[src/rtl/vga_timing_gen_if.sv]
// Pixel-side bundle for vga_timing_gen: colour request/response plus the VGA pin outputs.
// master = raster generator, slave = pixel-colour logic / board pins.
interface vga_timing_gen_if;
   logic [3:0]  pix_r;
   logic [3:0]  pix_g;
   logic [3:0]  pix_b;
   logic        pat_sel;
   logic [10:0] draw_x;
   logic [9:0]  draw_y;
   logic        active;
   logic        frame_tick;
   logic [3:0]  vga_r;
   logic [3:0]  vga_g;
   logic [3:0]  vga_b;
   logic        vga_hs;
   logic        vga_vs;

   modport master (
      input  pix_r, pix_g, pix_b, pat_sel,
      output draw_x, draw_y, active, frame_tick,
      output vga_r, vga_g, vga_b, vga_hs, vga_vs
   );

   modport slave (
      output pix_r, pix_g, pix_b, pat_sel,
      input  draw_x, draw_y, active, frame_tick,
      input  vga_r, vga_g, vga_b, vga_hs, vga_vs
   );
endinterface

[src/rtl/vga_timing_gen.sv]
// 1440x900@60 raster generator with a one-stage registered, blanked pixel/sync output.
// Optional colour-bar source enabled by defining TEST_PATTERN_EN.
module vga_timing_gen #(
   parameter int unsigned H_ACTIVE = 1440,
   parameter int unsigned H_FP     = 80,
   parameter int unsigned H_SYNC   = 152,
   parameter int unsigned H_BP     = 232,
   parameter int unsigned V_ACTIVE = 900,
   parameter int unsigned V_FP     = 3,
   parameter int unsigned V_SYNC   = 6,
   parameter int unsigned V_BP     = 25,
   parameter bit          HS_POL   = 1'b0,
   parameter bit          VS_POL   = 1'b1
) (
   input  logic             clk,
   input  logic             rst_n,
   vga_timing_gen_if.master bus
);

   localparam int unsigned H_TOTAL = H_ACTIVE + H_FP + H_SYNC + H_BP;
   localparam int unsigned V_TOTAL = V_ACTIVE + V_FP + V_SYNC + V_BP;

   localparam logic [10:0] H_ACT  = 11'(H_ACTIVE);
   localparam logic [10:0] HS_BEG = 11'(H_ACTIVE + H_FP);
   localparam logic [10:0] HS_END = 11'(H_ACTIVE + H_FP + H_SYNC);
   localparam logic [10:0] H_LAST = 11'(H_TOTAL - 1);
   localparam logic [9:0]  V_ACT  = 10'(V_ACTIVE);
   localparam logic [9:0]  VS_BEG = 10'(V_ACTIVE + V_FP);
   localparam logic [9:0]  VS_END = 10'(V_ACTIVE + V_FP + V_SYNC);
   localparam logic [9:0]  V_LAST = 10'(V_TOTAL - 1);

   logic [10:0] h_q, h_d;
   logic [9:0]  v_q, v_d;
   logic        act;
   logic [3:0]  r_q, r_d;
   logic [3:0]  g_q, g_d;
   logic [3:0]  b_q, b_d;
   logic        hs_q, hs_d;
   logic        vs_q, vs_d;

   always_comb begin
      h_d = h_q + 11'd1;
      v_d = v_q;
      if (h_q == H_LAST) begin
         h_d = '0;
         v_d = (v_q == V_LAST) ? '0 : v_q + 10'd1;
      end
   end

   assign act = (h_q < H_ACT) && (v_q < V_ACT);

`ifdef TEST_PATTERN_EN
   logic [2:0] bar;
   assign bar = 3'(h_q / 11'd180);
`else
   logic unused_pat_sel;
   assign unused_pat_sel = bus.pat_sel;
`endif

   // Blanking is applied last so it overrides both the pixel input and the bar source.
   always_comb begin
      r_d = bus.pix_r;
      g_d = bus.pix_g;
      b_d = bus.pix_b;
`ifdef TEST_PATTERN_EN
      if (bus.pat_sel) begin
         r_d = {4{bar[2]}};
         g_d = {4{bar[1]}};
         b_d = {4{bar[0]}};
      end
`endif
      if (!act) begin
         r_d = '0;
         g_d = '0;
         b_d = '0;
      end
      hs_d = ((h_q >= HS_BEG) && (h_q < HS_END)) ? HS_POL : ~HS_POL;
      vs_d = ((v_q >= VS_BEG) && (v_q < VS_END)) ? VS_POL : ~VS_POL;
   end

   always_ff @(posedge clk or negedge rst_n) begin
      if (!rst_n) begin
         h_q  <= '0;
         v_q  <= '0;
         r_q  <= '0;
         g_q  <= '0;
         b_q  <= '0;
         hs_q <= ~HS_POL;
         vs_q <= ~VS_POL;
      end else begin
         h_q  <= h_d;
         v_q  <= v_d;
         r_q  <= r_d;
         g_q  <= g_d;
         b_q  <= b_d;
         hs_q <= hs_d;
         vs_q <= vs_d;
      end
   end

   assign bus.draw_x     = h_q;
   assign bus.draw_y     = v_q;
   assign bus.active     = act;
   assign bus.frame_tick = (h_q == '0) && (v_q == V_ACT);
   assign bus.vga_r      = r_q;
   assign bus.vga_g      = g_q;
   assign bus.vga_b      = b_q;
   assign bus.vga_hs     = hs_q;
   assign bus.vga_vs     = vs_q;

endmodule

[src/flat_wrapper.sv]
// flat-port wrapper written by rule: the top's interface ports become plain ports
module vga_timing_gen_flat 
#(
   parameter int unsigned H_ACTIVE = 1440,
   parameter int unsigned H_FP     = 80,
   parameter int unsigned H_SYNC   = 152,
   parameter int unsigned H_BP     = 232,
   parameter int unsigned V_ACTIVE = 900,
   parameter int unsigned V_FP     = 3,
   parameter int unsigned V_SYNC   = 6,
   parameter int unsigned V_BP     = 25,
   parameter bit          HS_POL   = 1'b0,
   parameter bit          VS_POL   = 1'b1
)
  (clk, rst_n, bus_pix_r, bus_pix_g, bus_pix_b, bus_pat_sel, bus_draw_x, bus_draw_y, bus_active, bus_frame_tick, bus_vga_r, bus_vga_g, bus_vga_b, bus_vga_hs, bus_vga_vs);
  vga_timing_gen_if bus_i ();
  input  logic clk;
  input  logic rst_n;
  input wire logic [$bits(bus_i.pix_r)-1:0] bus_pix_r;
  input wire logic [$bits(bus_i.pix_g)-1:0] bus_pix_g;
  input wire logic [$bits(bus_i.pix_b)-1:0] bus_pix_b;
  input wire logic [$bits(bus_i.pat_sel)-1:0] bus_pat_sel;
  output wire logic [$bits(bus_i.draw_x)-1:0] bus_draw_x;
  output wire logic [$bits(bus_i.draw_y)-1:0] bus_draw_y;
  output wire logic [$bits(bus_i.active)-1:0] bus_active;
  output wire logic [$bits(bus_i.frame_tick)-1:0] bus_frame_tick;
  output wire logic [$bits(bus_i.vga_r)-1:0] bus_vga_r;
  output wire logic [$bits(bus_i.vga_g)-1:0] bus_vga_g;
  output wire logic [$bits(bus_i.vga_b)-1:0] bus_vga_b;
  output wire logic [$bits(bus_i.vga_hs)-1:0] bus_vga_hs;
  output wire logic [$bits(bus_i.vga_vs)-1:0] bus_vga_vs;
  assign bus_i.pix_r = bus_pix_r;
  assign bus_i.pix_g = bus_pix_g;
  assign bus_i.pix_b = bus_pix_b;
  assign bus_i.pat_sel = bus_pat_sel;
  assign bus_draw_x = bus_i.draw_x;
  assign bus_draw_y = bus_i.draw_y;
  assign bus_active = bus_i.active;
  assign bus_frame_tick = bus_i.frame_tick;
  assign bus_vga_r = bus_i.vga_r;
  assign bus_vga_g = bus_i.vga_g;
  assign bus_vga_b = bus_i.vga_b;
  assign bus_vga_hs = bus_i.vga_hs;
  assign bus_vga_vs = bus_i.vga_vs;
  vga_timing_gen #(.H_ACTIVE(H_ACTIVE), .H_FP(H_FP), .H_SYNC(H_SYNC), .H_BP(H_BP), .V_ACTIVE(V_ACTIVE), .V_FP(V_FP), .V_SYNC(V_SYNC), .V_BP(V_BP), .HS_POL(HS_POL), .VS_POL(VS_POL)) u_core (.clk(clk), .rst_n(rst_n), .bus(bus_i));
endmodule
[config.mk]
export PLATFORM = sky130hd
export DESIGN_NAME = vga_timing_gen_flat
export DESIGN_NICKNAME = d
export VERILOG_FILES = /design/src/rtl/vga_timing_gen_if.sv /design/src/rtl/vga_timing_gen.sv /design/src/flat_wrapper.sv
export SDC_FILE = /design/constraint.sdc
export NUM_CORES = 1
export LEC_CHECK = 0
export BUFFER_PORTS_ARGS = -buffer_cell sky130_fd_sc_hd__buf_2
export CORE_ASPECT_RATIO = 0.5
export CORE_MARGIN = 5
export CORE_UTILIZATION = 54
export DETAILED_ROUTE_END_ITERATION = 7
export PLACE_DENSITY_LB_ADDON = 0.2
export SLEW_MARGIN = 5
export SYNTH_ARGS = -nofsm -noshare
export SYNTH_HDL_FRONTEND = slang
export SYNTH_SLANG_ARGS = --single-unit
[constraint.sdc]
create_clock -name clk -period 4.9 [get_ports clk]
set_clock_uncertainty 0.1 [all_clocks]
set_input_delay 0.245 -clock clk [delete_from_list [all_inputs] [get_ports clk]]
set_output_delay 0.245 -clock clk [all_outputs]
set_load 0.03 [all_outputs]
==> impl_metrics.json <==
{
  "grt_usage": 0.187,
  "antennaDiodeCount": 0,
  "synth.area.top_cells": "dfrtp_1, and2_1, ha_1",
  "crit_buf_inv": 1,
  "critPathKind": "flop to primary output",
  "crit_cells": 4,
  "port_buffers": 50,
  "reg2reg_to": "u_core.bus.draw_y[8]$_DFFE_PN0N_",
  "clk_pin_slew_ps": 70,
  "finalSetupTns_ps": 0,
  "worst_pin_slew_ps": 777,
  "fp.dieW_um": 88.8,
  "fin_cells": 257,
  "start_util": 0.560,
  "synth_enable_flop_cells": 0,
  "clock_path_buffers": 2,
  "gp_congestion": 0.818,
  "worstPathArrival_ps": 1980,
  "yosysTopAreaCellShare": 0.507,
  "viasPerCell": 5.46,
  "fin_util": 0.694,
  "endpoint_kind": "primary output",
  "drc": 0,
  "power.switching_uw": 126,
  "io_pins": 52,
  "reg2reg_from": "u_core.bus.draw_x[0]$_DFF_PN0_",
  "fin_ws_ps": 2580,
  "avgSynthCellArea_sq_um": 10.1,
  "crit_fanout": 13,
  "rows": 14,
  "synth_area_sq_um": 1680,
  "dp.cells": 248,
  "grt_max_degree": 36,
  "seq_area_frac_synth": 0.523,
  "crit_path_frequent_cell": "a21oi_1",
  "whs_endpoint": "u_core.bus.vga_r[0]$_DFF_PN0_",
  "hold_depth": 2,
  "syn_inst": 166,
  "synthDistinctLibCells": 39,
  "reg2reg_slack_ps": 2700,
  "seqPwrFrac": 0.466,
  "synth_flop_cell": "dfrtp_1",
  "synth_top_area_cell": "dfrtp_1",
  "power_density_nw_per_um2": 304,
  "setup_violations": 0,
  "slowest_stage": "a21oi_1",
  "reg2reg_depth": 5,
  "rsz0062_at_grt": "no",
  "whs_ps": 59.1,
  "drt-pass1-iter-count": 4,
  "clkPwrFrac": 0.487,
  "h-tree-depth": 2,
  "dieArea_sq_um": 4390,
  "drv_cap": 0,
  "ys_ff_latch": 35,
  "dr_total_vias": 1402,
  "grt_pass1_wl_mm": 6.34,
  "yosys_warnings": 0,
  "cp_top_family": "compound AO/OA/AOI/OAI gates",
  "cts_tree": "done",
  "fin_crit_ps": 2320,
  "avgRoutedWirePerCell_um": 14.5,
  "p_sw_frac": 0.199,
  "status": "completed",
  "drv_slew": 0,
  "critPathMaxStageDelay_ps": 580,
  "power.internal_uw": 507,
  "ir_worst_vdd_uv": 210,
  "required_ps": 4550,
  "combPwrFrac": 0.047,
  "clock_sinks": 35,
  "antenna_found_initial": 0,
  "cp_cell_sequence": "nor3_1 > a21oi_1 > a21oi_1 > buf_2",
  "gr-total-overflow": 0,
  "dp.final_hpwl_mm": 2.61,
  "pre_cts_ws_ps": 2740,
  "p_leak_nw": 0.979,
  "timing.fmax_mhz": 430,
  "first_iter_violations": 29,
  "critPathLaunchType": "flop",
  "dieHeight_um": 49.4,
  "cts-root-buf": "clkbuf_8",
  "async_flop_share": 1.00,
  "slew-limit-headroom": 0.482,
  "drive_above_1_share": 0.290,
  "cts_made_buffers": 5,
  "worstHoldPathType": "primary input to flop",
  "hold_viol": 0,
  "synth_nets": 187,
  "area_growth_syn_to_layout_pct": 24.0,
  "clock_latency_ps": 280,
  "grt_pass1_vias": 1390,
  "fin_nets": 237,
  "ant_nets": 0,
  "routed_wirelength_mm": 3.73,
  "period_share": 0.474,
  "core_sq_um": 3000,
  "min_from": "bus_pix_r[0]"
}
layer usage:
layer	vias to the layer above	track usage	routed length, um
li1	678	-	-
met2	56	0.302	1750
met4	0	0.0503	44
met5	-	0	0
met1	662	0.223	1540
met3	6	0.0877	390
power groups by stage:
stage / sequential (mW) / combinational, mW / clock (mW)
floorplan: 0.311 / 0.00316 / 0
global placement: 0.300 / 0.0295 / 0
detailed placement: 0.300 / 0.0301 / 0
CTS: 0.295 / 0.0306 / 0.314
global route: 0.295 / 0.0333 / 0.325
finish: 0.295 / 0.0298 / 0.309
cell type report:
cell class,instances,area (sq um)
Multi-Input combinational cell,113,722
Inverter,10,37.5
Fill cell,240,916
Timing Repair Buffer,51,260
Tap cell,40,50.0
Sequential cell,35,877
Clock inverter,2,60.1
Clock buffer,6,72.6
how the worst max path moves through the flow:
stage / from / end
4_1_cts: u_core.bus.draw_y[3]$_DFFE_PN0N_ / bus_active
6_report: u_core.bus.draw_y[3]$_DFFE_PN0N_ / bus_active
5_1_grt: u_core.bus.draw_y[3]$_DFFE_PN0N_ / bus_active
3_5_place_dp: u_core.bus.draw_x[0]$_DFF_PN0_ / u_core.bus.draw_y[8]$_DFFE_PN0N_
2_1_floorplan: u_core.bus.draw_y[3]$_DFFE_PN0N_ / bus_frame_tick
3_3_place_gp: u_core.bus.draw_x[0]$_DFF_PN0_ / u_core.bus.draw_y[8]$_DFFE_PN0N_
per-stage QoR:
stage          power [mW]  area [sq um]
6_report            0.633          2080
2_1_floorplan       0.314          1680
3_3_place_gp        0.330          1940
5_1_grt             0.654          2080
4_1_cts             0.640          2080
3_5_place_dp        0.330          1940
cell usage in the layout, fill, tap and decap left out, types with 2 or more instances in the layout:
| master | n |
|---|---|
| nor2b_1 | 2 |
| o311ai_1 | 2 |
| nor4_1 | 2 |
| a21oi_1 | 6 |
| xor2_1 | 2 |
| nand4_1 | 7 |
| ha_1 | 6 |
| nor3_1 | 2 |
| o21ai_0 | 4 |
| inv_1 | 10 |
| xnor2_1 | 5 |
| dfrtp_1 | 34 |
| and2_1 | 14 |
| a31oi_1 | 2 |
| o22ai_1 | 2 |
| nor2_1 | 10 |
| or3_1 | 3 |
| and4_1 | 3 |
| bufinv_16 | 2 |
| a21oi_2 | 2 |
| clkbuf_8 | 5 |
| nand2_1 | 10 |
| buf_2 | 50 |
| and3_1 | 3 |
| nand3_1 | 11 |
| o21ai_1 | 3 |
registers in the layout (all words and copies together) (netlist names):
| signal | flops |
|---|---|
| u_core.bus.vga_b | 4 |
| u_core.bus.draw_y | 10 |
| u_core.bus.vga_r | 4 |
| u_core.bus.draw_x | 11 |
| u_core.bus.vga_g | 4 |
| u_core.bus.vga_vs | 1 |
| u_core.bus.vga_hs | 1 |
synthesized netlist by cell type (all sizes together) (2+ instances only):
cell	number
nor3	2
and4	3
ha	6
and3	3
nand4	7
a21oi	8
o22ai	2
clkbuf	5
o311ai	2
or4	2
and2	14
xor2	2
a31oi	2
xnor2	5
nand2	11
buf	3
nor4	2
nor2	10
or3	3
o21ai	7
dfrtp	34
nor2b	2
inv	10
nand3	11
cells by family after synthesis:
family	synth area share
xor gates and xnor gates	0.0366
muxes	0.00597
AOI/OAI and AO/OA	0.0933
adders and majority gates	0.0448
and+or+nand+nor	0.250
buffers and inverters	0.0463
DFF	0.523
what timing repair did:
| action | in CTS | in global routing |
|---|---|---|
| hold buffers | 1 | 0 |
| endpoints found under the hold margin | 34 | 0 |
| buffers inserted | 0 | 0 |
| resized for setup | 0 | 0 |
No activity file was read; power rests on OpenSTA's default activity.
